`src/rtl/alu_op_sequencer_if.sv`:
```
// Sequencer <-> datapath bundle: run control, fetch handshake, IR and every control strobe.
interface alu_op_sequencer_if;
    localparam int unsigned IR_W  = 32;
    localparam int unsigned REG_W = 4;
    localparam int unsigned ALU_W = 3;

    logic             run;
    logic             mem_ready;
    logic [IR_W-1:0]  IR;

    logic             PCout;
    logic             Zlowout;
    logic             Zhighout;
    logic             MDRout;
    logic             MARin;
    logic             Zin;
    logic             PCin;
    logic             MDRin;
    logic             IRin;
    logic             Yin;
    logic             LOin;
    logic             HIin;
    logic             IncPC;
    logic             Read;
    logic             Rout_en;
    logic [REG_W-1:0] Rout_sel;
    logic             Rin_en;
    logic [REG_W-1:0] Rin_sel;
    logic [ALU_W-1:0] alu_op;
    logic             busy;
    logic             done;
    logic             illegal;

    // Sequencer side
    modport master (
        input  run, mem_ready, IR,
        output PCout, Zlowout, Zhighout, MDRout,
        output MARin, Zin, PCin, MDRin, IRin, Yin, LOin, HIin, IncPC, Read,
        output Rout_en, Rout_sel, Rin_en, Rin_sel, alu_op,
        output busy, done, illegal
    );

    // Datapath / run-control side
    modport slave (
        output run, mem_ready, IR,
        input  PCout, Zlowout, Zhighout, MDRout,
        input  MARin, Zin, PCin, MDRin, IRin, Yin, LOin, HIin, IncPC, Read,
        input  Rout_en, Rout_sel, Rin_en, Rin_sel, alu_op,
        input  busy, done, illegal
    );
endinterface

```
`src/rtl/alu_op_sequencer.sv`:
```
// Fetch/decode/execute control unit for register-register ALU, MUL and DIV instructions.
// Optional single-step mode: define ALU_SEQ_STEP_EN to add the step input.
module alu_op_sequencer #(
    parameter int unsigned DIV_CYCLES = 1
) (
    input  logic Clock,
    input  logic clear,
`ifdef ALU_SEQ_STEP_EN
    input  logic step,
`endif
    alu_op_sequencer_if.master seq
);
    localparam int unsigned CNT_W = 6;
    localparam int unsigned OP_W  = 5;
    localparam int unsigned REG_W = 4;
    localparam int unsigned ALU_W = 3;

    localparam logic [OP_W-1:0] OP_ADD = 5'h03;
    localparam logic [OP_W-1:0] OP_SUB = 5'h04;
    localparam logic [OP_W-1:0] OP_AND = 5'h05;
    localparam logic [OP_W-1:0] OP_OR  = 5'h06;
    localparam logic [OP_W-1:0] OP_MUL = 5'h02;
    localparam logic [OP_W-1:0] OP_DIV = 5'h07;

    localparam logic [CNT_W-1:0] DIV_LAST = CNT_W'(DIV_CYCLES - 1);

    typedef enum logic [2:0] {
        S_IDLE, S_T0, S_T1, S_T2, S_T3, S_T4, S_T5, S_T6
    } state_t;

    state_t             state;
    logic [CNT_W-1:0]   cnt;

    logic [OP_W-1:0]    op;
    logic [REG_W-1:0]   ra, rb, rc;
    logic               is_alu, is_muldiv, is_div;
    logic [ALU_W-1:0]   alu_sel;
    logic               leave_idle, leave_t4;
    state_t             end_state;
    logic               unused_ir;

    assign op        = seq.IR[31:27];
    assign ra        = seq.IR[26:23];
    assign rb        = seq.IR[22:19];
    assign rc        = seq.IR[18:15];
    assign unused_ir = ^seq.IR[14:0];

    assign is_alu    = (op == OP_ADD) || (op == OP_SUB) || (op == OP_AND) || (op == OP_OR);
    assign is_div    = (op == OP_DIV);
    assign is_muldiv = (op == OP_MUL) || is_div;
    assign leave_t4  = !is_div || (cnt == DIV_LAST);

`ifdef ALU_SEQ_STEP_EN
    assign leave_idle = seq.run && step;
    assign end_state  = S_IDLE;
`else
    assign leave_idle = seq.run;
    assign end_state  = seq.run ? S_T0 : S_IDLE;
`endif

    // ALU function code for the execute phase
    always_comb begin
        alu_sel = 3'd0;
        case (op)
            OP_ADD:  alu_sel = 3'd1;
            OP_SUB:  alu_sel = 3'd2;
            OP_AND:  alu_sel = 3'd3;
            OP_OR:   alu_sel = 3'd4;
            OP_MUL:  alu_sel = 3'd5;
            OP_DIV:  alu_sel = 3'd6;
            default: alu_sel = 3'd0;
        endcase
    end

    // State and T4 hold counter; clear wins over everything
    always_ff @(posedge Clock) begin
        if (clear) begin
            state <= S_IDLE;
            cnt   <= '0;
        end else begin
            case (state)
                S_IDLE: if (leave_idle) state <= S_T0;
                S_T0:   state <= S_T1;
                S_T1:   if (seq.mem_ready) state <= S_T2;
                S_T2:   state <= S_T3;
                S_T3:   state <= (is_alu || is_muldiv) ? S_T4 : end_state;
                S_T4: begin
                    if (leave_t4) begin
                        cnt   <= '0;
                        state <= S_T5;
                    end else begin
                        cnt   <= cnt + CNT_W'(1);
                    end
                end
                S_T5:   state <= is_alu ? end_state : S_T6;
                S_T6:   state <= end_state;
                default: state <= S_IDLE;
            endcase
        end
    end

    // Strobe decode from state and IR; only the T1 exit looks at mem_ready
    always_comb begin
        seq.PCout    = 1'b0;
        seq.Zlowout  = 1'b0;
        seq.Zhighout = 1'b0;
        seq.MDRout   = 1'b0;
        seq.MARin    = 1'b0;
        seq.Zin      = 1'b0;
        seq.PCin     = 1'b0;
        seq.MDRin    = 1'b0;
        seq.IRin     = 1'b0;
        seq.Yin      = 1'b0;
        seq.LOin     = 1'b0;
        seq.HIin     = 1'b0;
        seq.IncPC    = 1'b0;
        seq.Read     = 1'b0;
        seq.Rout_en  = 1'b0;
        seq.Rout_sel = '0;
        seq.Rin_en   = 1'b0;
        seq.Rin_sel  = '0;
        seq.alu_op   = '0;
        seq.done     = 1'b0;
        seq.illegal  = 1'b0;
        seq.busy     = (state != S_IDLE);
        case (state)
            S_T0: begin
                seq.PCout = 1'b1;
                seq.MARin = 1'b1;
                seq.IncPC = 1'b1;
                seq.Zin   = 1'b1;
            end
            S_T1: begin
                seq.Read    = 1'b1;
                seq.MDRin   = 1'b1;
                seq.Zlowout = seq.mem_ready;
                seq.PCin    = seq.mem_ready;
            end
            S_T2: begin
                seq.MDRout = 1'b1;
                seq.IRin   = 1'b1;
            end
            S_T3: begin
                if (is_alu || is_muldiv) begin
                    seq.Rout_en  = 1'b1;
                    seq.Rout_sel = is_alu ? rb : ra;
                    seq.Yin      = 1'b1;
                end else begin
                    seq.illegal  = 1'b1;
                end
            end
            S_T4: begin
                seq.Zin      = 1'b1;
                seq.alu_op   = alu_sel;
                seq.Rout_en  = 1'b1;
                seq.Rout_sel = is_alu ? rc : rb;
            end
            S_T5: begin
                seq.Zlowout = 1'b1;
                if (is_alu) begin
                    seq.Rin_en  = 1'b1;
                    seq.Rin_sel = ra;
                    seq.done    = 1'b1;
                end else begin
                    seq.LOin    = 1'b1;
                end
            end
            S_T6: begin
                seq.Zhighout = 1'b1;
                seq.HIin     = 1'b1;
                seq.done     = 1'b1;
            end
            default: ;
        endcase
    end
endmodule

```
`src/flat_wrapper.sv`:
```
// flat-port wrapper written by rule: the top's interface ports become plain ports
module alu_op_sequencer_flat 
#(
    parameter int unsigned DIV_CYCLES = 1
)
  (Clock, clear, seq_run, seq_mem_ready, seq_IR, seq_PCout, seq_Zlowout, seq_Zhighout, seq_MDRout, seq_MARin, seq_Zin, seq_PCin, seq_MDRin, seq_IRin, seq_Yin, seq_LOin, seq_HIin, seq_IncPC, seq_Read, seq_Rout_en, seq_Rout_sel, seq_Rin_en, seq_Rin_sel, seq_alu_op, seq_busy, seq_done, seq_illegal);
  alu_op_sequencer_if seq_i ();
  input  logic Clock;
  input  logic clear;
  input wire logic [$bits(seq_i.run)-1:0] seq_run;
  input wire logic [$bits(seq_i.mem_ready)-1:0] seq_mem_ready;
  input wire logic [$bits(seq_i.IR)-1:0] seq_IR;
  output wire logic [$bits(seq_i.PCout)-1:0] seq_PCout;
  output wire logic [$bits(seq_i.Zlowout)-1:0] seq_Zlowout;
  output wire logic [$bits(seq_i.Zhighout)-1:0] seq_Zhighout;
  output wire logic [$bits(seq_i.MDRout)-1:0] seq_MDRout;
  output wire logic [$bits(seq_i.MARin)-1:0] seq_MARin;
  output wire logic [$bits(seq_i.Zin)-1:0] seq_Zin;
  output wire logic [$bits(seq_i.PCin)-1:0] seq_PCin;
  output wire logic [$bits(seq_i.MDRin)-1:0] seq_MDRin;
  output wire logic [$bits(seq_i.IRin)-1:0] seq_IRin;
  output wire logic [$bits(seq_i.Yin)-1:0] seq_Yin;
  output wire logic [$bits(seq_i.LOin)-1:0] seq_LOin;
  output wire logic [$bits(seq_i.HIin)-1:0] seq_HIin;
  output wire logic [$bits(seq_i.IncPC)-1:0] seq_IncPC;
  output wire logic [$bits(seq_i.Read)-1:0] seq_Read;
  output wire logic [$bits(seq_i.Rout_en)-1:0] seq_Rout_en;
  output wire logic [$bits(seq_i.Rout_sel)-1:0] seq_Rout_sel;
  output wire logic [$bits(seq_i.Rin_en)-1:0] seq_Rin_en;
  output wire logic [$bits(seq_i.Rin_sel)-1:0] seq_Rin_sel;
  output wire logic [$bits(seq_i.alu_op)-1:0] seq_alu_op;
  output wire logic [$bits(seq_i.busy)-1:0] seq_busy;
  output wire logic [$bits(seq_i.done)-1:0] seq_done;
  output wire logic [$bits(seq_i.illegal)-1:0] seq_illegal;
  assign seq_i.run = seq_run;
  assign seq_i.mem_ready = seq_mem_ready;
  assign seq_i.IR = seq_IR;
  assign seq_PCout = seq_i.PCout;
  assign seq_Zlowout = seq_i.Zlowout;
  assign seq_Zhighout = seq_i.Zhighout;
  assign seq_MDRout = seq_i.MDRout;
  assign seq_MARin = seq_i.MARin;
  assign seq_Zin = seq_i.Zin;
  assign seq_PCin = seq_i.PCin;
  assign seq_MDRin = seq_i.MDRin;
  assign seq_IRin = seq_i.IRin;
  assign seq_Yin = seq_i.Yin;
  assign seq_LOin = seq_i.LOin;
  assign seq_HIin = seq_i.HIin;
  assign seq_IncPC = seq_i.IncPC;
  assign seq_Read = seq_i.Read;
  assign seq_Rout_en = seq_i.Rout_en;
  assign seq_Rout_sel = seq_i.Rout_sel;
  assign seq_Rin_en = seq_i.Rin_en;
  assign seq_Rin_sel = seq_i.Rin_sel;
  assign seq_alu_op = seq_i.alu_op;
  assign seq_busy = seq_i.busy;
  assign seq_done = seq_i.done;
  assign seq_illegal = seq_i.illegal;
  alu_op_sequencer #(.DIV_CYCLES(DIV_CYCLES)) u_core (.Clock(Clock), .clear(clear), .seq(seq_i));
endmodule
```
`config.mk`:
```
export PLATFORM = sky130hd
export DESIGN_NAME = alu_op_sequencer_flat
export DESIGN_NICKNAME = d
export VERILOG_FILES = /design/src/rtl/alu_op_sequencer_if.sv /design/src/rtl/alu_op_sequencer.sv /design/src/flat_wrapper.sv
export SDC_FILE = /design/constraint.sdc
export NUM_CORES = 1
export LEC_CHECK = 0
export CAP_MARGIN = 0
export CELL_PAD_IN_SITES_DETAIL_PLACEMENT = 1
export CELL_PAD_IN_SITES_GLOBAL_PLACEMENT = 1
export CORE_ASPECT_RATIO = 0.5
export CORE_MARGIN = 5
export CORE_UTILIZATION = 19
export DETAILED_ROUTE_END_ITERATION = 12
export PLACE_DENSITY_LB_ADDON = 0.1
export SKIP_LAST_GASP = 1
export SLEW_MARGIN = 20
export SYNTH_ARGS = -nofsm -noshare
export SYNTH_HDL_FRONTEND = slang
export SYNTH_SLANG_ARGS = --single-unit
```
`constraint.sdc`:
```
create_clock -name Clock -period 2 [get_ports Clock]
set_clock_uncertainty 0.2 [all_clocks]
set_input_delay 0.3 -clock Clock [delete_from_list [all_inputs] [get_ports Clock]]
set_output_delay 0.3 -clock Clock [all_outputs]
set_load 0.05 [all_outputs]
```
==> results_dict.tcl, run 1 <==
set metrics [dict create \
    fin_util 0.501 \
    sw_frac_of_total 0.384 \
    ir_worst_vdd_v 0.000366 \
    arrival_ns 1.75 \
    clkPwrFrac 0.204 \
    place_hpwl_mm 2.77 \
    area_delta_synth_final_pct 159 \
    finalSetupTns_ns -1.26 \
    power_leakage_uw 0.000925 \
    crit_path_max_incr_delay_ns 0.41 \
    portBuffers 50 \
    maxCapViolations 0 \
    critPathKind "in2out" \
    syn-num-nets 154 \
    numCtsBuffers 3 \
    coreArea_sq_um 4340 \
    holdWs_ns 0.304 \
    gp_congestion 0.710 \
    rsz0062_at_grt "yes" \
    cp_cell_sequence "buf_6, a21bo_1, a21o_4, mux2_4, a221o_2, buf_8" \
    initial_utilization 0.193 \
    power_switching_uw 401 \
    wl_per_cell_microns 13.6 \
    yosys_warnings 0 \
    via_count 1130 \
    dr.first_iter.drc_count 6 \
    seq_area_frac_synth 0.215 \
    finalSetupViolations 8 \
    die-area_sq_um 5930 \
    cts_tree "yes" \
    route.detailed.drc 0 \
    synthArstFlopShare 0 \
    crit_buf_inv 2 \
    slowest_stage "a221o_2" \
    combPwrFrac 0.606 \
    period_minus_slack_ns 2.25 \
    start_kind "input port" \
    setup.worst_path.end_class "output port" \
    synth_top_flop_cell "dfxtp_1" \
    totalWireLength_mm 3.52 \
    p_int_uw 642 \
    synth_area_sq_um 840 \
    clock_path_buffers 2 \
    power_density_nw_per_um2 479 \
    via_per_inst 4.36 \
    status "finished, violations left" \
    dp_cells 238 \
    htreeDepth 1 \
    setup_slack_ns -0.251 \
    violations "negative setup slack" \
    chipWidth_microns 104 \
    drive_gt1_frac 0.589 \
    synth_cells 116 \
    fmax_mhz 444 \
    antenna_found_initial 0 \
    synth.distinct_cells 40 \
    min_path_type "reg2reg" \
    first_global_vias 1089 \
    maxSlewViolCount 0 \
    cts_num_sinks 9 \
    max_slew_margin 0.713 \
    diodes 0 \
    rows 17 \
    dr.pass1.iters 4 \
    worstPathRequired_ns 1.50 \
    die_y_microns 57.0 \
    synth-edff-count 0 \
    final_nets 241 \
    crit_family "compound AO/OA/AOI/OAI gates" \
    insertion_delay_ns 0.23 \
    track_usage 0.114 \
    syn_avg_cell_area_sq_um 7.24 \
    clk_pin_slew_ns 0.05 \
    drtAntennaViolNets 0 \
    worst_pin_slew_ns 0.419 \
    fin_cells 259 \
    fin_crit_sh 1.13 \
    clockRootBuffer "clkbuf_8" \
    io_pins 66 \
    seqPwrFrac 0.191 \
    overflow 0 \
    cp_max_fo 4 \
    grt_max_degree 13 \
    hold_viol_final 0 \
    grt_pass1_wl_mm 5.61 \
    ys_ff_latch 9 \
]
==> power groups by stage <==
stage | Clock (uW) | Combinational, uW | Sequential (uW)
after floorplan | 0 | 322 | 201
after global placement | 0 | 574 | 199
after detailed placement | 0 | 579 | 200
after CTS | 218 | 613 | 199
after global routing | 228 | 665 | 199
final | 212 | 631 | 199
==> placed cells by master (no fill, tap or decap), types with 2 or more instances in the layout <==
| cell type | count |
|---|---|
| nor2b_4 | 2 |
| or2_4 | 2 |
| and3_2 | 3 |
| buf_8 | 5 |
| and2_4 | 4 |
| a21oi_4 | 2 |
| dfxtp_2 | 2 |
| a211oi_1 | 2 |
| xor2_1 | 3 |
| buf_4 | 35 |
| clkdlybuf4s50_1 | 15 |
| dfxtp_1 | 7 |
| nor3_4 | 2 |
| buf_2 | 2 |
| buf_12 | 25 |
| a221o_2 | 5 |
| nand3_1 | 2 |
| and3_4 | 2 |
| clkbuf_8 | 3 |
| a21oi_1 | 5 |
| nor2_1 | 13 |
| ha_1 | 2 |
| nand4_1 | 2 |
| inv_1 | 7 |
| nand2_1 | 9 |
| buf_6 | 11 |
| nand3b_1 | 3 |
| nor2_4 | 5 |
==> worst reg2reg max path, stage by stage (launching register included) <==
cell and delay, ns:
dfxtp_2 0.32, buf_6 0.11, buf_6 0.10, nand3b_1 0.19, buf_6 0.17, nor2_4 0.09
buf_4 0.11, buf_4 0.09, buf_4 0.09, nand2_1 0.07, a31o_2 0.25
==> Yosys cell counts (all sizes together), types with 3 or more instances <==
library cell  count  share of area
and2              5          0.037
nand2            10          0.045
inv               7          0.031
a221o             5          0.061
buf               7          0.064
clkbuf            4          0.018
nor2             19          0.085
a21oi             7          0.042
and3              6          0.051
xor2              3          0.031
dfxtp             9           0.21
nand3b            3          0.027
==> logic make-up (layout without fill, tap and decap cells) <==
family,after synthesis,in the layout,synth area share
fa+ha+maj,2,2,0.0298
flops,9,9,0.215
xor+xnor,4,4,0.0417
simple gates,59,59,0.373
buf+inv,18,104,0.113
mux,1,1,0.0179
compound gates,23,23,0.210
==> registers in the layout (all words and copies together), names as in the netlist <==
register,cells
u_core.cnt,6
u_core.state,3
==> through the flow <==
stage / total power [uW] / area, sq um / setup slack (ns)
2_1_floorplan: 523 / 950 / -0.378
3_3_place_gp: 773 / 1870 / -0.578
3_5_place_dp: 779 / 1870 / -0.625
4_1_cts: 1030 / 2110 / -0.243
5_1_grt: 1090 / 2180 / -0.283
6_report: 1040 / 2180 / -0.251
==> area by class of cell <==
class                   instances  area, sq um
fillers                       496         2160
repair buffers                 93         1120
multi-input cells              89          728
flip-flops and latches          9          183
well taps                      57         71.3
clock buffers                   4         45.0
inverters                       7         26.3
==> path summary, 6_finish.rpt <==
path	startpoint	end	slack, ns	cells after the start
worst max-delay path	seq_IR[28]	seq_Rout_sel[0]	-0.25	6
worst max register to register	u_core.state[1]	u_core.state[1]	0.10	10
worst min register to register	u_core.cnt[0]	u_core.cnt[0]	0.30	2
worst min-delay path	u_core.cnt[0]	u_core.cnt[0]	0.30	2
==> what timing repair did <==
action / CTS / global route
resized for setup: 51 / 6
buffers inserted: 12 / 7
pin swaps: 17 / 8
endpoints found under the setup margin: 19 / 19
hold buffers: 0 / 0
==> per-layer routing <==
metal  track usage  share of wire
met1         0.146           0.47
met3        0.0271          0.045
met4        0.0166         0.0054
met2         0.202           0.48
met5             0              0
Power figures use the tool's default switching activity.
==> run 2, diff against run 1 <==
Clock period 2 ns to 1.9 ns, I/O delays scaled along.
==> results_dict.tcl, run 2 (synthesized netlist as in run 1, its figures left out) <==
set metrics [dict create \
    period_minus_slack_ns 2.17 \
    insertion_delay_ns 0.23 \
    fin_cells 258 \
    numCtsBuffers 3 \
    cp_max_fo 5 \
    die-area_sq_um 5930 \
    power_density_nw_per_um2 519 \
    finalSetupTns_ns -2.03 \
    power_leakage_uw 0.000913 \
    top_register "u_core.cnt" \
    track_usage 0.115 \
    grt_pass1_wl_mm 5.71 \
    overflow 0 \
    start_kind "input port" \
    dr.first_iter.drc_count 5 \
    clockRootBuffer "clkbuf_8" \
    wl_per_cell_microns 13.2 \
    coreArea_sq_um 4340 \
    violations "negative setup slack" \
    cp_cell_sequence "buf_2, or2_4, buf_4, buf_4, nor3_4, buf_6, and3_2, a221o_2, buf_8" \
    top_regs "u_core.cnt x6, u_core.state x3" \
    clk_pin_slew_ns 0.04 \
    fmax_mhz 460 \
    rsz0062_at_grt "yes" \
    drtAntennaViolNets 0 \
    clock_path_buffers 2 \
    min_path_type "reg2reg" \
    holdWs_ns 0.288 \
    via_per_inst 4.20 \
    maxSlewViolCount 0 \
    die_y_microns 57.0 \
    antenna_found_initial 0 \
    final_nets 240 \
    dp_cells 236 \
    via_count 1084 \
    most-common-layout-cells "buf_4 (31), buf_12 (25), clkdlybuf4s50_1 (15)" \
    p_total_uw 1110 \
    largest_register_ffs 6 \
    maxCapViolations 0 \
    fin_crit_sh 1.14 \
    setup_slack_ns -0.274 \
    cts_tree "yes" \
    initial_utilization 0.193 \
    htreeDepth 1 \
    postCtsHoldBufs 0 \
    chipWidth_microns 104 \
    slowest_stage "or2_4" \
    max_slew_margin 0.671 \
    finalSetupViolations 15 \
    io_pins 66 \
    cts_num_sinks 9 \
    status "finished, violations left" \
    portBuffers 50 \
    first_global_vias 1137 \
    dr.pass1.iters 4 \
    setup.worst_path.end_class "output port" \
    cp_common_cell "buf_4" \
    critPathKind "in2out" \
    grt_max_degree 12 \
    crit_path_max_incr_delay_ns 0.25 \
    area_delta_synth_final_pct 156 \
    gp_congestion 0.743 \
    drive_gt1_frac 0.592 \
    diodes 0 \
    worst_pin_slew_ns 0.481 \
    totalWireLength_mm 3.41 \
    fillers 479 \
    place_hpwl_mm 2.73 \
    ir_worst_vdd_v 0.000404 \
    worstPathRequired_ns 1.41 \
    route.detailed.drc 0 \
    rows 17 \
    hold_viol_final 0 \
    layout_commonest_cell "buf_4" \
    arrival_ns 1.69 \
]
-- run 2: cell types whose count changed in the layout (fill, tap and decap cells not counted), sizes merged --
cell / change
buf: -1
-- run 2: critical path: cells and delay by family --
kind | cells | cell delay (ns)
buf+inv | 5 | 0.66
simple gates | 3 | 0.63
compound gates | 1 | 0.12
-- run 2: path summary, 6_finish.rpt --
| check | start | to | slack (ns) | depth (start not counted) |
|---|---|---|---|---|
| max | seq_IR[30] | seq_Rout_sel[0] | -0.27 | 9 |
| min | u_core.cnt[0] | u_core.cnt[0] | 0.29 | 2 |
| max reg2reg | u_core.state[2] | u_core.state[2] | 0.15 | 8 |
| min reg2reg | u_core.cnt[0] | u_core.cnt[0] | 0.29 | 2 |
-- run 2: final cells by class --
class,instances,area [sq um],area share
timing repair buffer,92,1100,0.514
multi-input combinational,89,716,0.334
sequential,9,184,0.0857
tap,57,71.3,0.0332
clock buffer,4,45.0,0.0210
inverter,7,26.3,0.0122
-- run 2: what timing repair did --
item,4_1_cts,5_1_grt
endpoints found under the setup margin,19,26
gates resized for setup,48,7
buffers inserted,12,7
cloned,0,0
pin swaps,13,4
-- run 2: metal layers --
layer | wire length, microns | global-route usage | share of wire
met2 | 1550 | 0.192 | 0.46
met5 | 0 | 0 | 0
met1 | 1710 | 0.155 | 0.50
met3 | 141 | 0.0305 | 0.041
met4 | 0 | 0.0111 | 0
-- run 2: power breakdown --
group,switching [uW],internal [uW],leakage (uW)
Clock,72.0,146,0.0000228
Sequential,8.04,203,0.0000741
Combinational,340,345,0.000816
Total,420,693,0.000913
-- run 2: per-stage QoR --
stage / setup WS, ns / cell area (sq um) / util
2_1_floorplan: -0.463 / 953 / -
3_3_place_gp: -0.693 / 1850 / 0.426
3_5_place_dp: -0.722 / 1850 / 0.426
4_1_cts: -0.312 / 2070 / 0.477
5_1_grt: -0.331 / 2150 / 0.495
6_report: -0.274 / 2150 / 0.495
